$ cat src/rtl/fetch_pkg.sv
// fetch_pkg: shared types and constants for the
// prefetching fetch stage and its queues.
package fetch_pkg;

  localparam int PC_STEP   = 4;
  localparam int TAG_WIDTH = 4;

  typedef struct packed {
    logic [31:0]          instr;
    logic [31:0]          pc;
    logic [TAG_WIDTH-1:0] tag;
  } fetch_entry_t;

  typedef enum logic [1:0] {
    RD_NONE,
    RD_MRET,
    RD_TRAP,
    RD_JUMP
  } redirect_e;

endpackage

$ cat src/rtl/fetch_prefetch_if.sv
// fetch_prefetch_if: req/gnt/rvalid instruction
// memory port; master = fetch, slave = memory.
interface fetch_prefetch_if;

  logic        i_req;
  logic [31:0] i_address;
  logic        i_gnt;
  logic        i_rvalid;
  logic [31:0] i_rdata;

  modport master (
    output i_req,
    output i_address,
    input  i_gnt,
    input  i_rvalid,
    input  i_rdata
  );

  modport slave (
    input  i_req,
    input  i_address,
    output i_gnt,
    output i_rvalid,
    output i_rdata
  );

endinterface

$ cat src/rtl/fetch_fifo.sv
// fetch_fifo: DEPTH-deep synchronous FIFO with flush,
// head word visible combinationally on dout.
module fetch_fifo #(
  parameter int W     = 32,
  parameter int DEPTH = 4
) (
  input  logic                   clk,
  input  logic                   rst,
  input  logic                   flush,
  input  logic                   push,
  input  logic [W-1:0]           din,
  input  logic                   pop,
  output logic [W-1:0]           dout,
  output logic [$clog2(DEPTH):0] count
);

  localparam int AW = $clog2(DEPTH);
  localparam int CW = AW + 1;

  logic [W-1:0]  mem [DEPTH];
  logic [AW-1:0] wp_q, wp_d;
  logic [AW-1:0] rp_q, rp_d;
  logic [CW-1:0] cnt_q, cnt_d;
  logic          do_push, do_pop;

  always_comb begin
    do_push = push && !flush;
    do_pop  = pop && !flush && (cnt_q != '0);
    wp_d    = wp_q;
    rp_d    = rp_q;
    cnt_d   = cnt_q;
    if (flush) begin
      wp_d  = '0;
      rp_d  = '0;
      cnt_d = '0;
    end else begin
      if (do_push) wp_d = wp_q + 1'b1;
      if (do_pop)  rp_d = rp_q + 1'b1;
      cnt_d = cnt_q + CW'(do_push)
                    - CW'(do_pop);
    end
  end

  always_ff @(posedge clk or posedge rst) begin
    if (rst) begin
      wp_q  <= '0;
      rp_q  <= '0;
      cnt_q <= '0;
    end else begin
      wp_q  <= wp_d;
      rp_q  <= rp_d;
      cnt_q <= cnt_d;
    end
  end

  always_ff @(posedge clk) begin
    if (do_push) mem[wp_q] <= din;
  end

  assign dout  = mem[rp_q];
  assign count = cnt_q;

endmodule

$ cat src/rtl/fetch_prefetch.sv
// fetch_prefetch: pipelined fetch with tagged response FIFO.
// Define FETCH_PERF_EN for flush/starve perf counters.
module fetch_prefetch
  import fetch_pkg::*;
#(
  parameter logic [31:0] START_ADDRESS = 32'h0,
  parameter int          DEPTH         = 4,
  parameter int          TAG_W         = 4
) (
  input  logic              clk,
  input  logic              reset,
  input  logic              stall,
  input  logic              hazard,
  input  logic              jump,
  input  logic [31:0]       result,
  input  logic [31:0]       mtvec,
  input  logic [31:0]       mepc,
  input  logic              exception_raised,
  input  logic              interrupt_ack,
  input  logic              machine_return,
  fetch_prefetch_if.master  imem,
  output logic [31:0]       instruction,
  output logic [31:0]       NPC,
  output logic [TAG_W-1:0]  tag_out,
  output logic              valid_out
`ifdef FETCH_PERF_EN
  ,
  output logic [31:0]       perf_flush_cnt,
  output logic [31:0]       perf_starve_cnt
`endif
);

  localparam int CW = $clog2(DEPTH) + 1;
  localparam int PW = 32 + TAG_W;
  localparam int EW = 64 + TAG_W;

  redirect_e      rd_kind;
  logic           redirect;
  logic [31:0]    target;
  logic [31:0]    pc_q, pc_d;
  logic [TAG_W-1:0] tag_q, tag_d;
  logic [CW-1:0]  disc_q, disc_d;
  logic [CW-1:0]  fifo_cnt, infl_cnt;
  logic [PW-1:0]  infl_head;
  logic [EW-1:0]  head;
  logic           granted, push, pop;

  always_comb begin
    rd_kind = RD_NONE;
    unique case (1'b1)
      machine_return:
        rd_kind = RD_MRET;
      !machine_return &&
      (exception_raised || interrupt_ack):
        rd_kind = RD_TRAP;
      !machine_return && !exception_raised &&
      !interrupt_ack && jump:
        rd_kind = RD_JUMP;
      default:
        rd_kind = RD_NONE;
    endcase
  end

  always_comb begin
    unique case (rd_kind)
      RD_MRET: target = mepc;
      RD_TRAP: target = mtvec;
      default: target = result;
    endcase
  end

  assign redirect = (rd_kind != RD_NONE);

  assign imem.i_req = !reset && !redirect &&
    (({1'b0, fifo_cnt} + {1'b0, infl_cnt})
      < (CW+1)'(DEPTH));
  assign imem.i_address = pc_q;

  assign granted   = imem.i_req && imem.i_gnt;
  assign valid_out = (fifo_cnt != '0);
  assign push = imem.i_rvalid && (disc_q == '0)
                && !redirect;
  assign pop  = valid_out && !stall && !hazard
                && !redirect;

  always_comb begin
    pc_d   = pc_q;
    tag_d  = tag_q;
    disc_d = disc_q;
    if (redirect) begin
      pc_d  = target;
      tag_d = tag_q + 1'b1;
      // every request still in flight is stale now
      disc_d = infl_cnt - CW'(imem.i_rvalid);
    end else begin
      if (granted) pc_d = pc_q + 32'(PC_STEP);
      if (imem.i_rvalid && disc_q != '0)
        disc_d = disc_q - 1'b1;
    end
  end

  always_ff @(posedge clk or posedge reset) begin
    if (reset) begin
      pc_q   <= START_ADDRESS;
      tag_q  <= '0;
      disc_q <= '0;
    end else begin
      pc_q   <= pc_d;
      tag_q  <= tag_d;
      disc_q <= disc_d;
    end
  end

  fetch_fifo #(.W(PW), .DEPTH(DEPTH)) u_infl (
    .clk   (clk),
    .rst   (reset),
    .flush (1'b0),
    .push  (granted),
    .din   ({pc_q, tag_q}),
    .pop   (imem.i_rvalid),
    .dout  (infl_head),
    .count (infl_cnt)
  );

  fetch_fifo #(.W(EW), .DEPTH(DEPTH)) u_resp (
    .clk   (clk),
    .rst   (reset),
    .flush (redirect),
    .push  (push),
    .din   ({imem.i_rdata, infl_head}),
    .pop   (pop),
    .dout  (head),
    .count (fifo_cnt)
  );

  always_comb begin
    {instruction, NPC, tag_out} = '0;
    if (valid_out)
      {instruction, NPC, tag_out} = head;
  end

  a_rvalid_outstanding: assert property (
    @(posedge clk) disable iff (reset)
    imem.i_rvalid |-> infl_cnt != '0);

`ifdef FETCH_PERF_EN
  logic [31:0] flush_q, flush_d;
  logic [31:0] starve_q, starve_d;

  always_comb begin
    flush_d  = flush_q + 32'(redirect);
    starve_d = starve_q +
      32'(!valid_out && !stall && !hazard);
  end

  always_ff @(posedge clk or posedge reset) begin
    if (reset) begin
      flush_q  <= '0;
      starve_q <= '0;
    end else begin
      flush_q  <= flush_d;
      starve_q <= starve_d;
    end
  end

  assign perf_flush_cnt  = flush_q;
  assign perf_starve_cnt = starve_q;
`endif

endmodule

$ cat src/flat_wrapper.sv
// flat-port wrapper written by rule: the top's interface ports become plain ports
module fetch_prefetch_flat import fetch_pkg::*;
#(
  parameter logic [31:0] START_ADDRESS = 32'h0,
  parameter int          DEPTH         = 4,
  parameter int          TAG_W         = 4
)
  (clk, reset, stall, hazard, jump, result, mtvec, mepc, exception_raised, interrupt_ack, machine_return, instruction, NPC, tag_out, valid_out, imem_i_req, imem_i_address, imem_i_gnt, imem_i_rvalid, imem_i_rdata);
  fetch_prefetch_if imem_i ();
  input  logic clk;
  input  logic reset;
  input  logic stall;
  input  logic hazard;
  input  logic jump;
  input  logic [31:0] result;
  input  logic [31:0] mtvec;
  input  logic [31:0] mepc;
  input  logic exception_raised;
  input  logic interrupt_ack;
  input  logic machine_return;
  output logic [31:0] instruction;
  output logic [31:0] NPC;
  output logic [TAG_W-1:0] tag_out;
  output logic valid_out;
  output wire logic [$bits(imem_i.i_req)-1:0] imem_i_req;
  output wire logic [$bits(imem_i.i_address)-1:0] imem_i_address;
  input wire logic [$bits(imem_i.i_gnt)-1:0] imem_i_gnt;
  input wire logic [$bits(imem_i.i_rvalid)-1:0] imem_i_rvalid;
  input wire logic [$bits(imem_i.i_rdata)-1:0] imem_i_rdata;
  assign imem_i_req = imem_i.i_req;
  assign imem_i_address = imem_i.i_address;
  assign imem_i.i_gnt = imem_i_gnt;
  assign imem_i.i_rvalid = imem_i_rvalid;
  assign imem_i.i_rdata = imem_i_rdata;
  fetch_prefetch #(.START_ADDRESS(START_ADDRESS), .DEPTH(DEPTH), .TAG_W(TAG_W)) u_core (.clk(clk), .reset(reset), .stall(stall), .hazard(hazard), .jump(jump), .result(result), .mtvec(mtvec), .mepc(mepc), .exception_raised(exception_raised), .interrupt_ack(interrupt_ack), .machine_return(machine_return), .imem(imem_i), .instruction(instruction), .NPC(NPC), .tag_out(tag_out), .valid_out(valid_out));
endmodule
$ cat config.mk
export PLATFORM = sky130hd
export DESIGN_NAME = fetch_prefetch_flat
export DESIGN_NICKNAME = d
export VERILOG_FILES = /design/src/rtl/fetch_pkg.sv /design/src/rtl/fetch_prefetch_if.sv /design/src/rtl/fetch_fifo.sv /design/src/rtl/fetch_prefetch.sv /design/src/flat_wrapper.sv
export SDC_FILE = /design/constraint.sdc
export NUM_CORES = 1
export LEC_CHECK = 0
export ABC_CLOCK_PERIOD_IN_PS = 4600
export CAP_MARGIN = 20
export CORE_ASPECT_RATIO = 1.25
export CORE_MARGIN = 2
export CORE_UTILIZATION = 45
export CTS_CLUSTER_SIZE = 24
export DETAILED_ROUTE_END_ITERATION = 8
export GPL_TIMING_DRIVEN = 0
export PLACE_DENSITY = 0.67
export SETUP_SLACK_MARGIN = 0.1
export SLEW_MARGIN = 5
export SYNTH_ARGS = -nofsm -noshare
export SYNTH_HDL_FRONTEND = slang
export SYNTH_SLANG_ARGS = --single-unit
$ cat constraint.sdc
create_clock -name clk -period 4.6 [get_ports clk]
set_input_delay 0.69 -clock clk [delete_from_list [all_inputs] [get_ports clk]]
set_output_delay 0.69 -clock clk [all_outputs]
set_load 0.1 [all_outputs]
==> flow_metrics.tcl, run 1 <==
set metrics [dict create \
    synthArstFlopShare_pct 11.3 \
    hold_class "flop to flop" \
    place_inst 1881 \
    place_hpwl_um 27400 \
    min_period_ns 4.30 \
    syn_avg_cell_area_sq_um 17.9 \
    slew_viol_final 0 \
    synth.most_common_cell "edfxtp_1" \
    synth-simple-area-share_pct 6.93 \
    hold_slack_ns 0.534 \
    max_slew_margin_pct 31.5 \
    grt_pass1_wl_um 62300 \
    max_stage_delay_ns 0.88 \
    synth_area_sq_um 19300 \
    n_antenna_cell 0 \
    synth_cell_type_count 53 \
    max_clock_freq_mhz 233 \
    cts_root_buf "clkbuf_16" \
    crit_arrival_ns 3.61 \
    die_h_um 235 \
    netlist.area_leader.share_pct 64.9 \
    reg2reg_from "u_core.u_infl.count[2]" \
    endpoint_kind "primary output" \
    status "finished, final reports clean" \
    r2r_end "u_core.u_infl.count[2]" \
    num_vias 10569 \
    htreeDepth 2 \
    first_iter_violations 578 \
    power_density_nw_per_um2 425 \
    vias_per_cell 5.38 \
    final_cells 1965 \
    yosysSeqAreaShare_pct 71.8 \
    synthTopCellsByCount "416 x edfxtp_1, 104 x mux4_2, 77 x and2_1, 68 x nand2_1, 53 x dfrtp_1" \
    finalWeightedCongestion 0.815 \
    synth_top_area_cell "edfxtp_1" \
    overflow 0 \
    total_power_mw 10.2 \
    coreArea_sq_um 42100 \
    synth_area_leaders "edfxtp_1 65%, mux4_2 12%, dfrtp_1 6.9%" \
    rsz0062_at_grt "no" \
    cp_slowest_cell "dlygate4sd2_1" \
    gr-usage-all-layers_pct 18.2 \
    die_w_um 189 \
    cts_tree "done" \
    power.leakage_nw 7.96 \
    die-area_sq_um 44500 \
    setup_slack_ns 0.302 \
    dp_slack_ns 0.295 \
    io_pins 240 \
    ys.flop_type "edfxtp_1" \
    synth_edf_count 416 \
    cp_max_fo 10 \
    grt_pass1_vias 11036 \
    cts_buffers 45 \
    wl_um 40400 \
    finalHoldViolCount 0 \
    finalSetupViolCount 0 \
    io_buffers 236 \
    post-route-period-util_pct 93.4 \
    insertion_delay_ns 0.57 \
    synth_xor_area_share_pct 1.68 \
    maxCapViolCount 0 \
    drc 0 \
    wire_per_inst_um 20.5 \
    syn_inst 1077 \
    synth_fa_ha_area_share_pct 1.51 \
    synth_top_family_by_area "multiplexers" \
    synth-seq-cells 469 \
    first_pass_iters 4 \
    required_ns 3.91 \
    path_class "flop to primary output" \
    synth_mux_area_share_pct 12.4 \
    synth_nets 1237 \
    ir_worst_vdd_uv 268 \
    ctsHoldBuffers 0 \
    path_cells "clkbuf_1, buf_2, buf_1, mux4_2, and2_1, dlygate4sd2_1" \
    r2r_cells 12 \
    ys_warn_count 0 \
    start_util_pct 45.7 \
    clk_pin_slew_ns 0.06 \
    clockBufferDepth 3 \
    cts.sinks 469 \
    synth_compound_area_share_pct 3.91 \
    rows 84 \
    rrSetupSlack_ns 1.23 \
    fin_skew_ns 0.0220 \
    start_kind "flop" \
    timing.critical_path.to "NPC[24]" \
    antenna_found_initial 0 \
    worstMarginPinSlew_ns 1.02 \
    areaGrowthSynthToFinish_pct 24.5 \
    drive_above_1_share_pct 15.9 \
    antenna_left 0 \
    startpoint "u_core.u_resp.rp_q[1]" \
    final_nets 1529 \
    grt_max_degree 53 \
]
-- worst min-delay path by stage --
stage                          startpoint                endpoint  slack (ns)  cells after the start
finish              u_core.u_infl.wp_q[0]   u_core.u_infl.wp_q[0]        0.53                      1
global route                        reset  u_core.u_resp.count[2]        0.57                      2
CTS                 u_core.u_infl.wp_q[0]   u_core.u_infl.wp_q[0]        0.53                      1
detailed placement  u_core.u_infl.wp_q[0]   u_core.u_infl.wp_q[0]        0.52                      1
global placement          u_core.tag_q[3]         u_core.tag_q[3]        0.51                      1
floorplan                 u_core.tag_q[3]         u_core.tag_q[3]        0.49                      1
-- layout make-up --
class / instances / area, sq um
well taps: 559 / 699
inverters: 17 / 63.8
fillers: 3295 / 18200
clock buffers: 55 / 1160
flip-flops and latches: 469 / 13800
clock inverters: 29 / 270
repair buffers: 245 / 2560
plain buffers: 61 / 279
multi-input cells: 530 / 5110
-- cell usage in the layout, fill, tap and decap left out, types with 14 or more instances in the layout --
master	Yosys	final
edfxtp_1	416	416
clkdlybuf4s50_1	0	226
mux4_2	104	104
and2_1	77	73
nand2_1	68	68
dfrtp_1	53	53
a21oi_1	49	49
clkbuf_16	0	45
clkbuf_1	29	39
nor2_1	27	27
xnor2_1	24	24
ha_1	20	20
buf_2	19	19
a211oi_1	18	18
inv_1	17	16
o21a_1	15	15
a31oi_1	14	14
-- stage by stage --
step           utilization (%)  TNS, ns  instance area (sq um)
2_1_floorplan                -        0                  19300
3_3_place_gp              53.0  -232.89                  22300
3_5_place_dp              53.5        0                  22500
4_1_cts                   56.9        0                  24000
5_1_grt                   56.9        0                  24000
6_report                  56.9        0                  24000
-- metal layers --
layer | share of wire (%) | wire [um] | track usage (%) | up-vias
met1 | 40 | 16300 | 22.4 | 5316
met2 | 50 | 20400 | 31.8 | 359
met4 | 3.3 | 1320 | 6.84 | 0
met5 | 0 | 0 | 0 | -
li1 | - | - | - | 4824
met3 | 5.9 | 2390 | 3.65 | 70
-- flip-flops by register name (all words and copies together), names as in the netlist --
name and flops:
u_core.disc_q 3, u_core.imem.i_address 32, u_core.tag_q 4, u_core.u_infl.count 3
u_core.u_infl.mem 144, u_core.u_infl.rp_q 2, u_core.u_infl.wp_q 2, u_core.u_resp.count 3
u_core.u_resp.mem 272, u_core.u_resp.rp_q 2, u_core.u_resp.wp_q 2
-- logic make-up (layout without fill, tap and decap cells) --
family                     after synthesis  after routing
adders and majority gates               22             22
AOI/OAI and AO/OA                      119            119
buffers and inverters                   78            407
muxes                                  109            109
xor gates and xnor gates                37             37
and+or+nand+nor                        243            243
DFF                                    469            469
-- power breakdown --
| group | switching (mW) | internal (mW) | leakage, nW |
|---|---|---|---|
| Clock | 1.52 | 2.04 | 0.693 |
| Sequential | 0.160 | 4.97 | 4.40 |
| Combinational | 0.880 | 0.626 | 2.86 |
| Total | 2.56 | 7.64 | 7.96 |
-- what timing repair did --
| action | in CTS | in global routing |
|---|---|---|
| resized for setup | 10 | 1 |
| endpoints found under the setup margin | 10 | 1 |
| setup buffers | 0 | 0 |
-- critical path, delay by kind of cell, from the launching register on --
family                 cells  cell delay (ns)
buffers and inverters      4             2.25
DFF                        1             0.32
muxes                      1             0.33
and+or+nand+nor            1             0.14
Power figures use the tool's default switching activity.
==> run 2, diff against run 1 <==
Settings changed: ABC_CLOCK_PERIOD_IN_PS 4600 to 4500, PLACE_DENSITY 0.67 to 0.66.
Clock period 4.6 ns to 4.5 ns, I/O delays scaled along.
==> flow_metrics.tcl, run 2 (synthesis gave the netlist of run 1 again) <==
set metrics [dict create \
    finalSetupViolCount 0 \
    num_vias 10427 \
    antenna_left 0 \
    cts_tree "done" \
    largest_register "u_core.u_resp.mem" \
    first_pass_iters 5 \
    cp_max_fo 10 \
    place_hpwl_um 27600 \
    areaGrowthSynthToFinish_pct 24.1 \
    place_inst 1881 \
    reg2reg_from "u_core.u_infl.count[2]" \
    antenna_found_initial 0 \
    min_from "u_core.u_infl.wp_q[0]" \
    cts_buffers 44 \
    start_util_pct 45.7 \
    overflow 0 \
    grt_pass1_wl_um 63300 \
    wire_per_inst_um 20.8 \
    path_class "primary input to primary output" \
    hold_path_end "u_core.u_infl.wp_q[0]" \
    status "finished, final reports clean" \
    max_slew_margin_pct 24.1 \
    largest_reg_flops 272 \
    max_clock_freq_mhz 234 \
    worstMarginPinSlew_ns 1.13 \
    htreeDepth 2 \
    grt_max_degree 51 \
    die_w_um 189 \
    start_kind "primary input" \
    final_cells 1956 \
    rows 84 \
    crit_arrival_ns 3.59 \
    required_ns 3.83 \
    final_nets 1528 \
    min_period_ns 4.26 \
    first_iter_violations 650 \
    ir_worst_vdd_uv 247 \
    clockBufferDepth 3 \
    clk_pin_slew_ns 0.06 \
    wl_um 40700 \
    fin_skew_ns 0.0124 \
    drive_above_1_share_pct 15.7 \
    rsz0062_at_grt "no" \
    fillers 3293 \
    die-area_sq_um 44500 \
    r2r_end "u_core.u_infl.count[2]" \
    power.leakage_nw 7.92 \
    layout_common_cells "416 x edfxtp_1, 226 x clkdlybuf4s50_1, 104 x mux4_2" \
    io_pins 240 \
    grt_pass1_vias 11105 \
    slew_viol_final 0 \
    hold_class "flop to flop" \
    insertion_delay_ns 0.55 \
    endpoint_kind "primary output" \
    cts_root_buf "clkbuf_16" \
    fin_util_pct 56.7 \
    power_density_nw_per_um2 429 \
    io_buffers 236 \
    layout_commonest_cell "edfxtp_1" \
    whs_path_depth 1 \
    n_antenna_cell 0 \
    coreArea_sq_um 42100 \
    r2r_cells 12 \
    die_h_um 235 \
    postCtsSetupBuffers 0 \
    drc 0 \
    maxCapViolCount 0 \
    finalHoldViolCount 0 \
    cts.sinks 469 \
    rrSetupSlack_ns 1.13 \
    finalWeightedCongestion 0.837 \
    total_power_mw 10.3 \
    vias_per_cell 5.33 \
    gr-usage-all-layers_pct 18.6 \
    post-route-period-util_pct 94.8 \
]
## run 2: metrics by stage
| step | hold slack [ns] | TNS (ns) | worst slack (ns) | cell area, sq um |
|---|---|---|---|---|
| after floorplan | 0.489 | 0 | 0.621 | 19300 |
| after global placement | 0.512 | -265.91 | -1.03 | 22300 |
| after detailed placement | 0.533 | 0 | 0.150 | 22600 |
| after CTS | 0.541 | 0 | 0.135 | 23900 |
| after global routing | 0.570 | 0 | 0.104 | 23900 |
| final | 0.538 | 0 | 0.235 | 23900 |
## run 2: metal layers
metal	wire length, um	global-route usage [%]
met5	0	0
met1	16200	22.9
met3	2380	3.62
met2	20800	32.5
met4	1370	6.94
## run 2: worst max path at each step
stage | start | end | cells after the start
3_5_place_dp | machine_return | imem_i_req | 5
4_1_cts | machine_return | imem_i_req | 5
2_1_floorplan | interrupt_ack | u_core.u_resp.mem[0][0] | 7
3_3_place_gp | machine_return | u_core.u_resp.mem[0][62] | 6
6_report | machine_return | imem_i_req | 5
5_1_grt | u_core.u_resp.rp_q[1] | NPC[21] | 6
## run 2: timing repair
item	in CTS	in global routing
hold buffers	0	0
pin swaps	0	0
gates resized for setup	10	4
endpoints found under the setup margin	10	4
## run 2: final cells by class
type	count	area, sq um	area share, %
sequential	469	13800	57.8
multi-input combinational	530	5110	21.4
timing repair buffer	245	2590	10.8
clock buffer	56	1190	4.97
tap	559	699	2.93
buffer	61	279	1.17
clock inverter	19	155	0.649
inverter	17	63.8	0.267
## run 2: worst max-delay path: stages
cell and delay, ns:
clkdlybuf4s50_1 0.46, nor3_2 0.52, clkbuf_1 0.52, and3_1 0.26, clkdlybuf4s50_1 1.14
## run 2: power breakdown
part / leakage (nW) / internal [mW] / switching (mW)
clock: 0.656 / 1.98 / 1.49
sequential: 4.40 / 5.08 / 0.169
combinational: 2.86 / 0.640 / 0.886
total: 7.92 / 7.70 / 2.55
